<file path="src/rtl/instr_cache_refill_ctrl.sv">
// Instruction cache refill controller.
// Turns a fetch miss into one L2 line request, collects the returned beats
// (gaps allowed) into a local line buffer, then streams the whole line into
// the cache set in NB back-to-back cycles, because the set's replacement
// counter restarts whenever its replace enable drops.
module instr_cache_refill_ctrl #(
   parameter int B      = 64,
   parameter int ADDR_W = 32,
   parameter int CNT_W  = 32
) (
   input  logic              clk_i,
   input  logic              reset_n_i,
   input  logic              fetch_valid_i,
   input  logic [ADDR_W-1:0] pc_i,
   input  logic              cache_miss_i,
   input  logic              flush_i,
   output logic              l2_req_o,
   output logic [ADDR_W-1:0] l2_addr_o,
   input  logic              l2_ack_i,
   input  logic              l2_rvalid_i,
   input  logic [63:0]       l2_rdata_i,
   output logic              rep_active_o,
   output logic [63:0]       rep_word_o,
   output logic              addr_sel_o,
   output logic [ADDR_W-1:0] refill_addr_o,
   output logic              stall_o,
   output logic              flushed_o,
   output logic [CNT_W-1:0]  miss_count_o
);

   localparam int NB  = B / 8;
   localparam int OFF = $clog2(B);
   localparam int BW  = $clog2(NB);

   localparam logic [1:0] IDLE  = 2'd0;
   localparam logic [1:0] REQ   = 2'd1;
   localparam logic [1:0] FILL  = 2'd2;
   localparam logic [1:0] WRITE = 2'd3;

   logic [1:0]    state;
   logic [63:0]   line_buf [NB];
   logic [BW-1:0] beat;
   logic [BW-1:0] wcnt;
   logic          flush_seen;

   logic          miss_take;
   logic          last_beat;
   logic          last_write;

   assign miss_take  = (state == IDLE) && fetch_valid_i && cache_miss_i;
   assign last_beat  = (state == FILL) && l2_rvalid_i && (beat == BW'(NB - 1));
   assign last_write = (state == WRITE) && (wcnt == BW'(NB - 1));

   // Refill sequencing: a refill always runs to completion once started
   always_ff @(posedge clk_i or negedge reset_n_i) begin
      if (!reset_n_i) begin
         state <= IDLE;
      end else begin
         case (state)
            IDLE:    if (miss_take)  state <= REQ;
            REQ:     if (l2_ack_i)   state <= FILL;
            FILL:    if (last_beat)  state <= WRITE;
            WRITE:   if (last_write) state <= IDLE;
            default: state <= IDLE;
         endcase
      end
   end

   // Latch the miss address and count refills, saturating at all-ones
   always_ff @(posedge clk_i or negedge reset_n_i) begin
      if (!reset_n_i) begin
         refill_addr_o <= '0;
         miss_count_o  <= '0;
      end else if (miss_take) begin
         refill_addr_o <= pc_i;
         if (miss_count_o != {CNT_W{1'b1}}) begin
            miss_count_o <= miss_count_o + 1'b1;
         end
      end
   end

   // Capture returned beats in arrival order; beats before the ack are ignored
   always_ff @(posedge clk_i or negedge reset_n_i) begin
      if (!reset_n_i) begin
         beat <= '0;
         for (int i = 0; i < NB; i++) begin
            line_buf[i] <= '0;
         end
      end else if ((state == REQ) && l2_ack_i) begin
         beat <= '0;
      end else if ((state == FILL) && l2_rvalid_i) begin
         line_buf[beat] <= l2_rdata_i;
         beat           <= beat + 1'b1;
      end
   end

   // Walk the buffer one beat per cycle while writing the line into the set
   always_ff @(posedge clk_i or negedge reset_n_i) begin
      if (!reset_n_i) begin
         wcnt <= '0;
      end else if (last_beat) begin
         wcnt <= '0;
      end else if (state == WRITE) begin
         wcnt <= wcnt + 1'b1;
      end
   end

   // Remember a redirect seen mid-refill so it can be reported at the end
   always_ff @(posedge clk_i or negedge reset_n_i) begin
      if (!reset_n_i) begin
         flush_seen <= 1'b0;
      end else if (last_write) begin
         flush_seen <= 1'b0;
      end else if ((state != IDLE) && flush_i) begin
         flush_seen <= 1'b1;
      end
   end

   // Output decode from the current state
   always_comb begin
      l2_req_o     = 1'b0;
      l2_addr_o    = '0;
      rep_active_o = 1'b0;
      rep_word_o   = '0;
      addr_sel_o   = 1'b0;
      stall_o      = 1'b0;
      flushed_o    = 1'b0;
      case (state)
         IDLE: begin
            stall_o = fetch_valid_i && cache_miss_i;
         end
         REQ: begin
            l2_req_o   = 1'b1;
            l2_addr_o  = {refill_addr_o[ADDR_W-1:OFF], {OFF{1'b0}}};
            addr_sel_o = 1'b1;
            stall_o    = 1'b1;
         end
         FILL: begin
            addr_sel_o = 1'b1;
            stall_o    = 1'b1;
         end
         WRITE: begin
            rep_active_o = 1'b1;
            rep_word_o   = line_buf[wcnt];
            addr_sel_o   = 1'b1;
            stall_o      = 1'b1;
            flushed_o    = last_write && (flush_seen || flush_i);
         end
         default: begin
            stall_o = 1'b0;
         end
      endcase
   end

endmodule

</file>
<file path="config.mk">
export PLATFORM = sky130hd
export DESIGN_NAME = instr_cache_refill_ctrl
export DESIGN_NICKNAME = d
export VERILOG_FILES = /design/src/rtl/instr_cache_refill_ctrl.sv
export SDC_FILE = /design/constraint.sdc
export NUM_CORES = 1
export LEC_CHECK = 0
export ABC_AREA = 1
export BUFFER_PORTS_ARGS = -buffer_cell sky130_fd_sc_hd__buf_2
export CORE_MARGIN = 2
export CORE_UTILIZATION = 64
export CTS_CLUSTER_DIAMETER = 80
export DETAILED_ROUTE_END_ITERATION = 8
export PLACE_DENSITY = 0.95
export SLEW_MARGIN = 15
export SYNTH_ARGS = -nofsm -noshare
export SYNTH_HDL_FRONTEND = slang
export SYNTH_SLANG_ARGS = --single-unit
export TNS_END_PERCENT = 1
</file>
<file path="constraint.sdc">
create_clock -name clk_i -period 5.1 [get_ports clk_i]
set_clock_uncertainty 0.1 [all_clocks]
set_input_delay 0.255 -clock clk_i [delete_from_list [all_inputs] [get_ports clk_i]]
set_output_delay 0.255 -clock clk_i [all_outputs]
set_load 0.1 [all_outputs]
</file>
Word-level counts from Yosys, hierarchy flattened
Cells that the tools add are included.
{"block": "op_classes", "n_addsub": 3, "n_lt_le_gt_ge": 3, "n_eq_ne": 10, "mux": 24, "bitwise_logic": 3, "reduce_logical": 20}
{"op": "$bwmux 512", "n": 1}
{"op": "$mux 64", "n": 4}
{"op": "$bmux 64 s3", "n": 1}
{"op": "$demux 64 s3", "n": 1}
{"op": "$add 32x1->32 const B", "n": 1}
{"op": "$mux 32", "n": 1}
{"op": "$ne 32x32->1 const B", "n": 1}
{"op": "$mux 3", "n": 4}
{"op": "$logic_and 1x1->1", "n": 10}
{"op": "$ge 4x4->1 const B", "n": 2}
{"op": "$mux 2", "n": 4}
{"op": "$ne 2x2->1 const B", "n": 4}
{"op": "$not 3->4", "n": 2}
{"op": "$pmux 2 s4", "n": 1}
{"op": "$reduce_bool 2->1", "n": 4}
{"op": "$add 3x1->3 const B", "n": 2}
{"op": "$eq 3x3->1 const B", "n": 2}
{"op": "$mux 1", "n": 6}
{"op": "$eq 2x2->1 const B", "n": 2}
{"op": "$lt 4x1->1 const B", "n": 1}
{"op": "$reduce_and 2->1", "n": 2}
{"op": "$reduce_and 4->1", "n": 1}
{"op": "$reduce_or 3->1", "n": 1}
{"op": "$eq 2x1->1 const B", "n": 1}
{"op": "other kinds (4)", "n": 4}
{"block": "word_totals", "reg_bits": 585, "input_bits": 103, "out_inout_bits": 165}

Logic depth before layout (Yosys ltp)
Gate-level depths: netlist of the first run.
{"block": "depth", "ltp_word": 6, "depth_mapped": 12, "depth_no_buf": 10}

Worst setup path after synthesis of the first run
No wires, ideal clock.
{"block": "synth_path", "kind": "register to output", "from": "register state[0]", "to": "output rep_word_o[53]", "arrival_ps": 3371, "t_required_ps": 4745, "setup_slack_ps": 1374, "stages_incl_launch_ff": 7, "n_path_buf": 3, "cell_sequence": "dfrtp_1 -> ha_1 -> clkbuf_1 -> clkbuf_1 -> clkbuf_1 -> nand2_1 -> nor2_1"}
{"block": "synth_between", "elab_chain_len": 2}
{"element": "start: declaration", "line_no": "40", "rtl": "logic [1:0] state;"}
{"element": "start signal: assignment", "line_no": "57", "rtl": "state <= IDLE;"}
{"element": "start signal: assignment", "line_no": "60", "rtl": "IDLE: if (miss_take) state <= REQ;"}
{"element": "start signal: assignment", "line_no": "61", "rtl": "REQ: if (l2_ack_i) state <= FILL;"}
{"element": "$eq 2x2->1", "line_no": "128", "rtl": "case (state)"}
{"element": "$mux 64", "line_no": "128"}
{"element": "end: declaration", "line_no": "23", "rtl": "output logic [63:0] rep_word_o,"}
No other way between the ends.

Worst setup path after layout of the first run
{"block": "layout_path", "from": "register wcnt[1]", "to": "output rep_word_o[53]"}
{"block": "layout_between", "elab_chain_len": 5}
{"element": "start: declaration", "line_no": "43", "rtl": "logic [BW-1:0] wcnt;"}
{"element": "start signal: assignment", "line_no": "104", "rtl": "wcnt <= wcnt + 1'b1;"}
{"element": "$not 3->4 (implied by the code)", "line_no": "144", "rtl": "rep_word_o = line_buf[wcnt];"}
{"element": "$bmux 64 s3", "line_no": "144"}
{"element": "$mux 64 (implied by the code) (2 in series)", "line_no": "144"}
{"element": "$mux 64", "line_no": "128"}
No other way between the ends. The select of a mux whose other input is x is not followed.

==> results of run 1 <==
==> power by group through the flow <==
stage          Clock, W  Combinational [W]  Sequential [W]
5_1_grt         0.00456            0.00959         0.00787
3_3_place_gp          0            0.00819         0.00757
4_1_cts         0.00437            0.00865         0.00763
3_5_place_dp          0            0.00846         0.00764
6_report        0.00438            0.00877         0.00769
2_1_floorplan         0            0.00611         0.00813
==> sequential cells by signal, summed over array words and instances (netlist names) <==
signal / flops
line_buf: 512
miss_count_o: 32
refill_addr_o: 32
beat: 3
wcnt: 3
state: 2
flush_seen: 1
==> metrics by stage <==
stage               cells  hold WS [ns]  power (W)  utilization, %
finish               4119         0.107     0.0208            74.3
global route         4119         0.140     0.0220            74.3
CTS                  4118        0.0660     0.0207            74.3
detailed placement   3914         0.266     0.0161            67.3
global placement     3913         0.267     0.0158            67.3
floorplan            3318        -0.141     0.0142               -
==> cells in the mapped netlist (all sizes together) <==
cell	number	share of area (%)
a221oi	1	0.033
o2111ai	1	0.033
nand3b	6	0.17
ha	10	0.46
o22ai	64	1.5
conb	1	0.014
inv	138	1.9
clkbuf	98	1.4
xor2	4	0.13
dfrtp	585	54
or2	1	0.023
o211ai	64	1.8
buf	141	3.2
xnor2	5	0.16
nand4	15	0.49
o21ai	781	15
nand2	866	12
nor2	508	7.2
a31oi	2	0.046
nand3	22	0.43
==> routing by layer <==
layer | share of wire, % | GRT usage, % | wire, um
met4 | 4.7 | 17.6 | 3620
met2 | 47 | 58.7 | 36600
met3 | 10 | 6.88 | 7990
met1 | 38 | 46.0 | 29300
met5 | 0 | 0 | 0
==> tightest hold or removal path: stages <==
cell       delay (ns)
buf_2            0.13
o2111ai_1        0.22
nand2_1          0.09
o21ai_0          0.08
==> final cells by class <==
cell class                      count  area [um2]  share of cell area [%]
Inverter                          138         526                    1.69
Tap cell                          539         674                    2.17
Timing Repair Buffer              396        2660                    8.56
Antenna cell                        1        2.50                 0.00806
Sequential cell                   585       14700                    47.2
Multi-Input combinational cell   2356       10600                    34.1
Clock inverter                     13         145                   0.467
Clock buffer                       91        1790                    5.76
==> worst max path at each step <==
| stage | startpoint | to | slack [ns] |
|---|---|---|---|
| after floorplan | state[0] | rep_word_o[53] | 1.37 |
| after global placement | wcnt[1] | rep_word_o[4] | 1.73 |
| final | wcnt[1] | rep_word_o[53] | 0.92 |
| after CTS | wcnt[1] | rep_word_o[12] | 1.04 |
| after global routing | wcnt[1] | rep_word_o[12] | 0.84 |
| after detailed placement | wcnt[1] | rep_word_o[56] | 1.72 |
==> logic make-up after synthesis <==
| group | after synthesis | share of synthesized area (%) |
|---|---|---|
| simple gates | 1418 | 20.4 |
| compound gates | 913 | 17.9 |
| flops | 585 | 54.4 |
| buf+inv | 377 | 6.53 |
| fa+ha+maj | 10 | 0.465 |
| xor+xnor | 9 | 0.293 |
| other cells | 1 | 0.0139 |
==> summary.txt, run 1 <==
Setup path
  • Setup CP Type: reg2out
  • Worst Path Required: 4.74 ns
  • Crit-path cells: inv_2, buf_4, o21ai_0, o22ai_1, nor2_1, nor2_1, buf_2
  • CP dominant cell by count: nor2_1
  • Worst Setup Start Kind: register
  • Slowest cell on the critical path: inv_2
  • R2r startpoint: state[0]
  • Worst stage delay on the critical path: 0.90 ns
  • R2r endpoint: line_buf[411]
  • R2R depth: 10
  • Sum of buffers and inverters on the critical path: 3
  • Crit-path max FO: 74
  • Worst Setup End Kind: output port
  • WP depth: 7
  • CP top delay family: buffers and inverters
  • R2r setup slk: approximately 1.7 ns
  • WP data arrival: ~3.8 ns

Power
  • Internal power: ~0.011 W
  • Switching Share: a little under half
  • Gate power share: between 40% and 50%
  • Power density over the cells: around 670 nW/um2
  • Peak supply drop: roughly 600 uV
  • Sequential Power Share: a little under two fifths
  • Switching power: 0.00962 W
  • Power share of the clock group: a little over a fifth
  • Lkg Pwr: 15.1 nW

Logic synthesis
  • Yosys reg bits: between 500 and 600
  • Netlist Area Pre-Place: between 20,000 and 30,000 um2
  • Post-synthesis sequential area ratio: about 54%
  • Yosys warns: 0
  • Number of library cell types mapped by synthesis: 33
  • Syn_area_per_cell: roughly 8.1 um2
  • Post-Synthesis Cells: 3,313

Drt
  • Drt wl/cell: approximately 19 um
  • Via count: 25,200
  • Routed WL: 77.4 mm
  • Routed Antenna Nets: 0
  • Via density: ~6.1
  • Final routed DRC violation total: 0
  • TritonRoute pass-1 iters: 7
  • DRT iter0 DRCs: around 3,200

Die
  • CORE AREA: 41,800 um2
  • FP Rows: 75
  • # IOs: between 200 and 300
  • Initial core utilization: 64.5%
  • Die W: roughly 210 um
  • Chip height: 209 um
  • Die Footprint: 43,700 um2

Worst hold path
  • Hold Startpoint: l2_ack_i
  • Terminating pin of the worst hold path: state[0]
  • WHS Path Cells: 4
  • HP Class: in2reg

CTS
  • Clk_lat worst skew: 0.62 ns
  • CTS tree: built
  • TritonCTS Buffers: 58
  • Root Buffer: clkbuf_16
  • H-tree depth: 2
  • Clock sinks: roughly 590
  • Setup bufs post-CTS: 0
  • Clk slew on worst S/H paths: about 0.060 ns
  • Hold-fix buffers, CTS: 100
  • Post-CTS resize count: 0
  • CTS max path bufs: 3

Timing
  • RSZ-0062 raised after global routing: no
  • Rel. slew slack: between 15 and 20%
  • Count of final setup violators: 0
  • Final setup TNS: 0 ns
  • Final hold vios: 0
  • Final worst path period need: between 4 and 5 ns
  • Fmax: approximately 0.24 GHz
  • Tcrit/Tclk final: 82.0%
  • Final Max Slew Viols: 0
  • Tightest Pin Transition: 1.23 ns
  • Setup slack after layout: approximately 0.92 ns

Run
  • Max-Cap Viols: 0

Finish
  • FILL cells: 2,766
  • Commonest non-fill, non-tap cells in the layout: nand2_1, o21ai_0, dfrtp_1
  • Layout cells sized above 1: a little under an eighth
  • Commonest non-fill, non-tap cell in the layout: nand2_1
  • Nets: approximately 3,600
  • Finished layout cell area: between 30,000 and 40,000 um2
  • Area Overhead vs Synth: 15.4%

Status
  • Status: finished clean

Placed design
  • Port bufs: ~260
  • GPL Wtd Cong: about 0.90
  • Placed Area: around 28,000 um2
  • Pre-CTS WS: between 1.5 and 2 ns
  • HPWL after DPL: 41.3 mm

Global route
  • Grt ovf: 0
  • First-pass GRT wire length: between 100 and 150 mm
  • Largest net degree at the start of global routing: roughly 260
  • GRT Util Overall: around 36%
  • Vias in the first global route: 25,000
  • Initial antenna violation count: 1
Power figures use the tool's default switching activity.
==> run 2: changes to the inputs <==
Settings changed: CORE_UTILIZATION 64 to 54, PLACE_DENSITY 0.95 to 0.89.
Clock period 5.1 ns to 3.38 ns, I/O delays scaled along.
==> summary.txt, run 2 (same netlist as run 1, synthesis figures left out) <==
Status
  • Status: finished clean

Timing
  • Final worst path period need: about 3.3 ns
  • Fmax: roughly 0.30 GHz
  • Final hold vios: 0
  • Final Max Slew Viols: 0
  • Setup slack after layout: 0.0341 ns
  • Rel. slew slack: a little over two fifths
  • Count of final setup violators: 0
  • Tightest Pin Transition: about 0.85 ns
  • Tcrit/Tclk final: a little over nine tenths

Die
  • CORE AREA: around 49,000 um2
  • FP Rows: ~80
  • Die W: 227 um
  • # IOs: around 270
  • Chip height: about 230 um
  • Initial core utilization: a little over half
  • Die Footprint: approximately 52,000 um2

Drt
  • Via count: ~25,000
  • TritonRoute pass-1 iters: 7
  • Routed Antenna Nets: 0
  • Final routed DRC violation total: 0
  • Via density: around 5.7
  • Drt wl/cell: around 18 um
  • Routed WL: about 77 mm
  • DRT iter0 DRCs: 2,660

Finish
  • Commonest non-fill, non-tap cell in the layout: nand2_1
  • Inserted Diodes: 0
  • FILL cells: about 3,800
  • Most flops, register: line_buf
  • Finished layout cell area: about 32,000 um2
  • Top Registers: line_buf (512), miss_count_o (32), refill_addr_o (32)
  • Commonest non-fill, non-tap cells in the layout: nand2_1, o21ai_0, dfrtp_1
  • Layout cells sized above 1: 12.2%
  • Number of flip-flops in the largest register: just over 500
  • Area Overhead vs Synth: 19.3%
  • Nets: about 3,700

CTS
  • CTS tree: built
  • H-tree depth: 2
  • Clk slew on worst S/H paths: about 0.06 ns
  • Clock sinks: 585
  • Root Buffer: clkbuf_16
  • TritonCTS Buffers: 58
  • CTS max path bufs: 3
  • Clk_lat worst skew: a little over 0.6 ns

Setup path
  • Worst stage delay on the critical path: 0.86 ns
  • Worst Setup End Kind: output port
  • Crit-path cells: buf_12, o21ai_0, o211ai_1, nand2_1, nor2_1, buf_2
  • WP data arrival: approximately 3.1 ns
  • Crit-path max FO: 67
  • Setup CP Type: reg2out
  • Worst Path Required: about 3.1 ns
  • Slowest cell on the critical path: dfrtp_4
  • Worst Setup Start Kind: register

Power
  • Switching Share: around 45%
  • Peak supply drop: approximately 1100 uV
  • Switching power: 0.0145 W
  • Power density over the cells: between 900 and 1000 nW/um2
  • Power share of the clock group: 20.6%
  • Lkg Pwr: 15.4 nW
  • Sequential Power Share: a little over a third
  • Gate power share: 43.5%
  • Internal power: 0.0174 W

Placed design
  • HPWL after DPL: roughly 43 mm
  • GPL Wtd Cong: ~0.92
  • Port bufs: 261
  • Placed Area: 29,000 um2
  • Pre-CTS WS: approximately 0.68 ns

Global route
  • GRT Util Overall: a little under a third
  • Vias in the first global route: 24,100
  • First-pass GRT wire length: 124 mm
  • Initial antenna violation count: 1
  • Grt ovf: 0
  • Largest net degree at the start of global routing: roughly 230

Worst hold path
  • HP Class: in2async

Run
  • Max-Cap Viols: 0
## run 2: cell count changes in the layout (fill, tap and decap cells not counted), sizes merged
cell | previous run | this run
clkinvlp | 2 | 4
clkbuf | 91 | 83
diode | 1 | 0
dlygate4sd3 | 100 | 110
buf | 296 | 317
clkinv | 8 | 16
## run 2: per-layer routing
metal / GRT usage, % / wire length, um / vias up
met5: 0 / 13 / -
met4: 11.8 / 2890 / 2
met3: 5.85 / 7130 / 251
met2: 49.8 / 37200 / 1348
met1: 39.0 / 30200 / 11700
li1: - / - / 11300
## run 2: power by group through the flow
| stage | Sequential (W) | Clock [W] | Combinational [W] |
|---|---|---|---|
| final | 0.0114 | 0.00656 | 0.0139 |
| after detailed placement | 0.0114 | 0 | 0.0135 |
| after global placement | 0.0113 | 0 | 0.0131 |
| after global routing | 0.0117 | 0.00693 | 0.0151 |
| after floorplan | 0.0123 | 0 | 0.00923 |
| after CTS | 0.0114 | 0.00664 | 0.0136 |
## run 2: timing repair
action,CTS,global route
endpoints found under the setup margin,0,21
hold endpoints to repair,992,0
gates resized for setup,0,1
setup buffers,0,0
hold buffers,110,0
## run 2: worst paths after layout
path                          startpoint          endpoint  slack (ns)  cells after the start
setup / recovery                 wcnt[1]    rep_word_o[17]        0.03                      6
hold / removal                 reset_n_i      line_buf[51]        0.02                      2
setup reg to reg                state[0]     line_buf[288]        0.60                     10
hold reg to reg            line_buf[420]     line_buf[420]        0.38                      2
max in group asynchronous      reset_n_i      line_buf[82]        2.14                      4
min in group clk_i               pc_i[3]  refill_addr_o[3]        0.18                      4
## run 2: area by class of cell
class	instances	area, um2	area share, %
clock buffers	82	1740	5.40
clock inverters	23	204	0.635
inverters	138	526	1.64
multi-input cells	2356	10600	33.0
flip-flops and latches	585	14700	45.6
well taps	664	831	2.59
repair buffers	428	3560	11.1
## run 2: metrics by stage
stage	instances	power [W]	TNS, ns	util [%]	hold WS (ns)
global placement	4060	0.0244	0	59.2	0.0480
CTS	4275	0.0316	0	65.4	0.0104
detailed placement	4060	0.0249	0	59.2	0.0501
global route	4276	0.0338	-0.000122	65.5	0.0589
floorplan	3318	0.0215	-2.34	-	-0.227
finish	4276	0.0319	0	65.5	0.0171
## run 2: critical path: cells and delay by family (launching register included)
kind	cells	cell delay [ns]
AO/OA/AOI/OAI	2	0.39
buffers and inverters	2	0.80
flip-flops	1	0.86
AND/OR/NAND/NOR	2	0.30
